--- src/rtl/stripe_sched_pkg.sv ---
// Shared PHY definitions for the stripe scheduler: FSM encoding, byte width
// default and the index-width helper.
package stripe_sched_pkg;

    localparam logic [0:0] ST_IDLE  = 1'b0;
    localparam logic [0:0] ST_BURST = 1'b1;

    localparam int DATA_W_DEF = 8;

    // Width needed to index n items; never less than one bit.
    function automatic int clog2_min1(input int n);
        int w;
        w = 0;
        while ((1 << w) < n) w++;
        return (w < 1) ? 1 : w;
    endfunction

endpackage

--- src/rtl/stripe_sched_rr_arb.sv ---
// Combinational rotate-priority arbiter: first requester searching upward from
// last_grant+1, wrapping at NUM_REQ.
module rr_arb
    import stripe_sched_pkg::*;
#(
    parameter int NUM_REQ = 4
) (
    input  logic [NUM_REQ-1:0]             req,
    input  logic [clog2_min1(NUM_REQ)-1:0] last_grant,
    output logic [NUM_REQ-1:0]             grant,
    output logic                           valid
);

    localparam int GW = clog2_min1(NUM_REQ);

    logic [GW-1:0] idx;

    // NOTE: every output of a combinational block gets a default first so no
    // path through the block leaves it unassigned, which would infer a latch.
    always_comb begin
        grant = '0;
        valid = 1'b0;
        idx   = '0;
        for (int k = 1; k <= NUM_REQ; k++) begin
            idx = GW'((int'(last_grant) + k) % NUM_REQ);
            if (!valid && req[idx]) begin
                grant[idx] = 1'b1;
                valid      = 1'b1;
            end
        end
    end

endmodule

--- src/rtl/stripe_sched.sv ---
// Round-robin burst scheduler feeding the byte striper: fixed even-length grants
// aligned to even slots, one registered byte per clk_2f cycle.
module stripe_sched
    import stripe_sched_pkg::*;
#(
    parameter int NUM_REQ = 4,
    parameter int DATA_W  = DATA_W_DEF,
    parameter int BURST   = 2
) (
    input  logic                           clk_2f,
    input  logic                           reset_L,
    input  logic                           enable,
    input  logic                           pause,
    input  logic [NUM_REQ-1:0]             fifo_empty,
    input  logic [NUM_REQ*DATA_W-1:0]      fifo_data,
    output logic [NUM_REQ-1:0]             fifo_pop,
    output logic [DATA_W-1:0]              data_mux,
    output logic                           valid_mux,
    output logic [clog2_min1(NUM_REQ)-1:0] grant_id,
    output logic                           busy
);

    localparam int GW = clog2_min1(NUM_REQ);
    localparam int CW = clog2_min1(BURST);

    logic [0:0]         state;
    logic               phase;
    logic [CW-1:0]      slot_cnt;
    logic               drained;
    logic [GW-1:0]      last_grant;

    logic [NUM_REQ-1:0] win_oh;
    logic               win_valid;
    logic [GW-1:0]      win_idx;
    logic               start;
    logic               burst_pop;
    logic [GW-1:0]      sel_idx;
    logic [DATA_W-1:0]  sel_byte;
    logic [NUM_REQ-1:0] pop_vec;

    rr_arb #(.NUM_REQ(NUM_REQ)) u_arb (
        .req        (~fifo_empty),
        .last_grant (last_grant),
        .grant      (win_oh),
        .valid      (win_valid)
    );

    always_comb begin
        win_idx = '0;
        for (int i = 0; i < NUM_REQ; i++) begin
            if (win_oh[i]) win_idx = GW'(i);
        end
    end

    // New bursts only open on even slots so byte pairs stay stripe-aligned.
    assign start     = (state == ST_IDLE) && !phase && enable && !pause && win_valid;
    assign burst_pop = (state == ST_BURST) && !drained && !fifo_empty[grant_id];
    assign sel_idx   = (state == ST_IDLE) ? win_idx : grant_id;
    assign sel_byte  = fifo_data[sel_idx*DATA_W +: DATA_W];

    always_comb begin
        pop_vec = '0;
        if (start)          pop_vec = win_oh;
        else if (burst_pop) pop_vec[grant_id] = 1'b1;
    end

    // Reset must silence the pop at once, even though it is combinational.
    assign fifo_pop = reset_L ? pop_vec : '0;
    assign busy     = (state == ST_BURST);

    // NOTE: sequential state uses non-blocking assignments so every register
    // samples the pre-edge values regardless of statement order.
    always_ff @(posedge clk_2f or negedge reset_L) begin
        if (!reset_L) begin
            state      <= ST_IDLE;
            phase      <= 1'b0;
            slot_cnt   <= '0;
            drained    <= 1'b0;
            last_grant <= GW'(NUM_REQ - 1);
            grant_id   <= '0;
            data_mux   <= '0;
            valid_mux  <= 1'b0;
        end else begin
            phase <= ~phase;
            case (state)
                ST_IDLE: begin
                    if (start) begin
                        data_mux   <= sel_byte;
                        valid_mux  <= 1'b1;
                        grant_id   <= win_idx;
                        last_grant <= win_idx;
                        slot_cnt   <= CW'(1);
                        state      <= ST_BURST;
                    end else begin
                        valid_mux <= 1'b0;
                    end
                end
                default: begin
                    if (burst_pop) begin
                        data_mux  <= sel_byte;
                        valid_mux <= 1'b1;
                    end else begin
                        valid_mux <= 1'b0;
                        drained   <= 1'b1;
                    end
                    // Bursts always run to full length to keep slot parity.
                    if (slot_cnt == CW'(BURST - 1)) begin
                        slot_cnt <= '0;
                        drained  <= 1'b0;
                        state    <= ST_IDLE;
                    end else begin
                        slot_cnt <= slot_cnt + CW'(1);
                    end
                end
            endcase
        end
    end

endmodule

--- config.mk ---
export PLATFORM = sky130hd
export DESIGN_NAME = stripe_sched
export DESIGN_NICKNAME = d
export VERILOG_FILES = /design/src/rtl/stripe_sched_pkg.sv /design/src/rtl/stripe_sched_rr_arb.sv /design/src/rtl/stripe_sched.sv
export SDC_FILE = /design/constraint.sdc
export NUM_CORES = 1
export LEC_CHECK = 0
export CORE_AREA = 4 4 70 72
export DETAILED_ROUTE_END_ITERATION = 6
export DIE_AREA = 0 0 74 76
export GPL_TIMING_DRIVEN = 0
export PLACE_DENSITY = 0.86
export SLEW_MARGIN = 20
export SYNTH_ARGS = -nofsm -noshare
export SYNTH_HDL_FRONTEND = slang
export SYNTH_SLANG_ARGS = --single-unit
--- constraint.sdc ---
create_clock -name clk_2f -period 3.9 [get_ports clk_2f]
set_clock_uncertainty 0.15 [all_clocks]
set_input_delay 1.17 -clock clk_2f [delete_from_list [all_inputs] [get_ports clk_2f]]
set_output_delay 1.17 -clock clk_2f [all_outputs]
set_load 0.005 [all_outputs]
Yosys cells after proc, flatten, opt, wreduce, memory -nomap -nowiden
Index checks and enable logic that the tools add are counted.
{"block": "totals", "regBits": 17, "output_inout_bits": 16, "word_cells": 105}
{"block": "classes", "n_addsub": 5, "magnitude_cmp": 10, "n_eq_ne": 2, "n_shift": 1, "mux": 48, "bitwise_logic": 6, "n_reduce_logical": 25}
{"op": "variable part select 32 x 6 -> 8 bit", "n": 1}
{"op": "two-way mux 4 bit", "n": 7}
{"op": "two-way mux 1 bit", "n": 25}
{"op": "two-way mux 8 bit", "n": 3}
{"op": "< comparator 2 x 3 -> 1 bit, second input constant", "n": 5}
{"op": "logical AND 1 bit", "n": 14}
{"op": "OR 4 bit", "n": 3}
{"op": "binary-select mux 1 bit (select 2 bit)", "n": 5}
{"op": "demux 1 bit (select 2 bit)", "n": 5}
{"op": ">= comparator 2 x 1 -> 1 bit, second input constant", "n": 5}
{"op": "logical NOT 1 bit", "n": 7}
{"op": "two-way mux 2 bit", "n": 3}
{"op": "AND reduction 2 bit", "n": 3}
{"op": "adder 2 x 1 -> 2 bit, second input constant", "n": 2}
{"op": "adder 2 bit, second input constant", "n": 2}
{"op": "inverter 4 bit", "n": 1}
{"op": "!= test 2 x 1 -> 1 bit, second input constant", "n": 1}
{"op": "!= test 2 bit, second input constant", "n": 1}
{"op": "inverter 1 bit", "n": 2}
{"op": "nonzero test 2 bit", "n": 1}
{"op": "adder 1 bit, second input constant", "n": 1}

Depth between registers and ports, before layout
{"block": "logic_depth", "ltp_word": 20, "depth_mapped": 12, "depth_no_buf": 9}

Hierarchy
From an unflattened synthesis, not the netlist that was laid out.
{"block": "hier_totals", "hier_cells": 167, "hier_area_um2": 1531.5}
{"mod": "stripe_sched", "instances": 1, "cells_each": 119, "area_each_um2": 1116.1}
{"mod": "rr_arb", "instances": 1, "cells_each": 48, "area_each_um2": 415.4}

Worst setup path before layout
OpenSTA, ideal clock, no wires.
{"block": "synth_path", "path_type": "input to output", "start": "input fifo_empty[1]", "end": "output fifo_pop[2]", "arrival_time_ns": 2.791, "path_slack_ns": -0.211, "path_stages": 7, "path_cell_list": "mux2_4 mux2i_4 and2b_2 a2bb2oi_2 clkbuf_1 o21ai_0 and2_1"}
{"block": "synth_between", "elab_chain_len": 16}
{"element": "start, declared", "line": "stripe_sched.sv:14", "source": "input logic [NUM_REQ-1:0] fifo_empty,"}
{"element": "inverter 4 bit", "line": "stripe_sched.sv:42", "source": ".req (~fifo_empty),"}
{"element": "binary-select mux 1 bit (select 2 bit)", "line": "stripe_sched_rr_arb.sv:26", "source": "if (!valid && req[idx]) begin"}
{"element": "two-way mux 1 bit (not written as such)", "line": "stripe_sched_rr_arb.sv:26"}
{"element": "two-way mux 1 bit", "line": "stripe_sched_rr_arb.sv:26"}
{"element": "logical NOT 1 bit", "line": "stripe_sched_rr_arb.sv:26"}
{"element": "logical AND 1 bit", "line": "stripe_sched_rr_arb.sv:26"}
{"element": "two-way mux 1 bit", "line": "stripe_sched_rr_arb.sv:26"}
{"element": "logical NOT 1 bit", "line": "stripe_sched_rr_arb.sv:26"}
{"element": "logical AND 1 bit", "line": "stripe_sched_rr_arb.sv:26"}
{"element": "two-way mux 1 bit", "line": "stripe_sched_rr_arb.sv:26"}
{"element": "logical NOT 1 bit", "line": "stripe_sched_rr_arb.sv:26"}
{"element": "logical AND 1 bit", "line": "stripe_sched_rr_arb.sv:26"}
{"element": "two-way mux 1 bit", "line": "stripe_sched_rr_arb.sv:26"}
{"element": "logical AND 1 bit", "line": "stripe_sched.sv:56", "source": "assign start = (state == ST_IDLE) && !phase && enable && !pause && win_valid;"}
{"element": "two-way mux 4 bit (*)", "line": "stripe_sched.sv:63", "source": "if (start) pop_vec = win_oh;"}
{"element": "two-way mux 4 bit (*)", "line": "stripe_sched.sv:68", "source": "assign fifo_pop = reset_L ? pop_vec : '0;"}
{"element": "end, declared", "line": "stripe_sched.sv:16", "source": "output logic [NUM_REQ-1:0] fifo_pop,"}
Every way passes the cells marked *; elsewhere a longest branch is shown, timed or not. The select of a mux whose other input is x is not followed.

Worst setup path after layout
{"block": "layout_path", "start": "input fifo_empty[0]", "end": "output fifo_pop[1]"}
Same word-level chain as after synthesis.

==> results.tsv <==
stage	metric	value	unit
final_layout	syn_to_final_growth	62.9	%
final_layout	num_antenna_cells	0	
timing	setup_tns	-0.450	ns
logic_synthesis	yosysTopAreaCellShare	21.7	%
global_routing	antenna_found_initial	0	
timing	final_max_slew_viol_count	0	
drt	firstDrtPassIters	4	
power_and_ir_drop	power_density	799	nW/um^2
timing	setup_viol	4	
drt	ant_nets	0	
logic_synthesis	syn_inst	193	
cts	h-tree-depth	1	
floorplanning	die_w	74	um
worst_setup_path	cp_max_fo	5	
logic_synthesis	synthArstFlopShare	100	%
logic_synthesis	syn_nets	238	
drt	drc	0	
logic_synthesis	yosysTopAreaCell	dfrtp_1	
drt	route.detailed.wl_per_inst	18.1	um
timing	max_freq	247	MHz
power_and_ir_drop	vdd_drop_max	0.000446	V
placement	port_buffers	55	
logic_synthesis	avgSynthCellArea	8.98	um^2
drt	detail_route.iter0.violations	117	
flow_run	maxCapViolations	0	
cts	numCtsBuffers	3	
worst_setup_path	cp.required	2.58	ns
worst_setup_path	path_class	input pin to primary output	
cts	clk_path_buf_depth	2	
logic_synthesis	ys_types	56	
logic_synthesis	synth_flop_cell	dfrtp_1	
floorplanning	coreArea	4290	um^2
floorplanning	die_area	5620	um^2
cts	cts_tree	built	
power_and_ir_drop	seq_power_share	13.7	%
logic_synthesis	syn_area	1730	um^2
floorplanning	die_h	76	um
final_layout	final_net_count	329	
floorplanning	row_count	24	
timing	rsz0062_at_grt	yes	
power_and_ir_drop	sw_frac_of_total	43.8	%
global_routing	grtUsageTotal	20.8	%
cts	hold_buffers	0	
cts	clock_latency	0.25	ns
cts	cts.sinks	17	
timing	slew_headroom	38.2	%
logic_synthesis	synth_most_common_cell	nand3_1	
power_and_ir_drop	pwr-share-comb	80.3	%
drt	viasPerCell	5.89	
timing	worstMarginPinSlew	0.927	ns
logic_synthesis	synth_edf_count	0	
power_and_ir_drop	pwr-share-clk	6.1	%
worst_hold_path	worstHoldStart	phase$_DFF_PN0_	
drt	vias	1973	
worst_setup_path	rr_startpoint	last_grant[0]$_DFFE_PN1P_	
global_routing	grt_pass1_wl	9390	um
power_and_ir_drop	p_leak	1.20	nW
logic_synthesis	synth_commonest_cells	nand3_1 (20), mux2i_1 (18), a31oi_1 (16), dfrtp_1 (15), nand2_1 (15)	
cts	cts_root_buf	clkbuf_8	
worst_hold_path	hold_class	register to register	
timing	period_share	104	%
worst_setup_path	startpoint	fifo_empty[0]	
power_and_ir_drop	p_int	1.27	mW
logic_synthesis	ys.warnings.count	0	
outcome	violations	negative setup slack	
worst_setup_path	critPathArrivalTime	2.73	ns
global_routing	grt_max_degree	22	
logic_synthesis	synth.yosys.seq_area_share	24.7	%
worst_setup_path	endpoint_kind	primary output	
timing	worst_slack	-0.146	ns
global_routing	grt_pass1_vias	1974	
logic_synthesis	ys_seq_elements	17	
final_layout	fin_util	65.7	%
outcome	status	complete, but fails checks	
placement	gp_congestion	0.845	
cts	cts.clk_slew.worst_paths	0.06	ns
placement	dpl.hpwl	3640	um
timing	min_period	4.05	ns
logic_synthesis	yosys-top-cells-area	dfrtp_1 (22%), mux2i_1 (10%), a31oi_1 (5.8%)	
floorplanning	io-pin-count	56	
timing	hold_viol	0	
global_routing	overflow	0	
power_and_ir_drop	p_sw	0.987	mW
drt	wirelength	6060	um
final_layout	drive_gt1_share	30.0	%
floorplanning	start_util	40.4	%
worst_setup_path	worstSetupStartpointType	input pin	
layout make-up:
class / instances / area [um^2]
clock buffers: 4 / 45.0
flip-flops and latches: 17 / 428
repair buffers: 88 / 842
well taps: 52 / 65.1
fillers: 317 / 1470
multi-input cells: 158 / 1330
inverters: 6 / 26.3
plain buffers: 10 / 88.8
stage by stage:
| stage | setup slack [ns] | total power [mW] | hold slack (ns) | instance area, um^2 | cells |
|---|---|---|---|---|---|
| after floorplan | -0.0183 | 1.32 | 0.245 | 1760 | 193 |
| after global placement | -1.26 | 1.62 | 0.270 | 2370 | 300 |
| after detailed placement | -1.30 | 1.66 | 0.272 | 2370 | 300 |
| after CTS | -0.195 | 2.17 | 0.301 | 2760 | 331 |
| after global routing | -0.205 | 2.38 | 0.307 | 2820 | 335 |
| final | -0.146 | 2.26 | 0.297 | 2820 | 335 |
repair_timing:
item | CTS | global route
pin swaps | 12 | 8
buffers inserted | 27 | 7
endpoints found under the setup margin | 12 | 12
gates resized for setup | 71 | 9
sequential cells by signal, indices dropped and copies added (netlist names):
| name | flops |
|---|---|
| phase | 1 |
| busy | 1 |
| slot_cnt | 1 |
| data_mux | 8 |
| valid_mux | 1 |
| grant_id | 2 |
| last_grant | 2 |
| drained | 1 |
routing by layer:
layer	GRT usage, %	wire (um)	up-vias
li1	-	-	921
met1	26.9	2510	963
met2	35.2	3070	76
met3	2.90	350	13
met4	6.34	136	0
met5	0	0	-
final timing paths:
path / slack [ns] / cells past startpoint / endpoint
max: -0.15 / 9 / fifo_pop[1]
min: 0.30 / 1 / phase$_DFF_PN0_
max reg2reg: 0.41 / 13 / data_mux[4]$_DFFE_PN0P_
min reg2reg: 0.30 / 1 / phase$_DFF_PN0_
max in group asynchronous: 2.02 / 1 / slot_cnt$_DFFE_PN0P_
min in group asynchronous: 1.00 / 1 / valid_mux$_DFF_PN0_
layout by cell type, fill, tap and decap left out, drive strengths merged, types with 2 or more instances in the layout:
cell           netlist  layout
buf                  6      47
clkdlybuf4s50        0      46
mux2i               22      22
nand3               21      21
a31oi               16      16
nand2               15      15
dfrtp               15      15
o211ai               8       8
and3                 8       8
clkbuf               6       8
a21oi                7       7
nand2b               6       6
and2                 6       6
ha                   5       5
o22ai                5       5
nor3                 4       4
nor2                 4       4
o21ai                4       4
mux2                 3       3
inv                  4       3
a2111oi              2       2
and2b                2       2
nand4                2       2
a2bb2oi              2       2
a221oi               2       2
clkinv               2       2
dfstp                2       2
a21o                 2       2
worst max-delay path, cell delays in order:
cell	delay, ns
buf_12	0.10
mux2i_4	0.22
mux2i_4	0.15
buf_6	0.15
a2111oi_4	0.36
a2bb2oi_4	0.18
o22ai_2	0.11
and2_1	0.16
buf_2	0.12
kinds of logic (layout without fill, tap and decap cells):
family | count (synthesis) | in the layout | synth area share [%]
simple gates | 75 | 75 | 24.2
compound gates | 53 | 53 | 24.6
mux | 25 | 25 | 16.5
buf+inv | 18 | 108 | 6.43
flops | 17 | 17 | 24.7
fa+ha+maj | 5 | 5 | 3.61
power groups by stage:
stage                     clock network, mW  logic [mW]  registers [mW]
after floorplan                           0        1.01           0.310
after global placement                    0        1.31           0.313
after detailed placement                  0        1.34           0.316
after CTS                             0.137        1.73           0.308
after global routing                  0.143        1.92           0.319
final                                 0.137        1.81           0.308
Power figures use the tool's default switching activity.
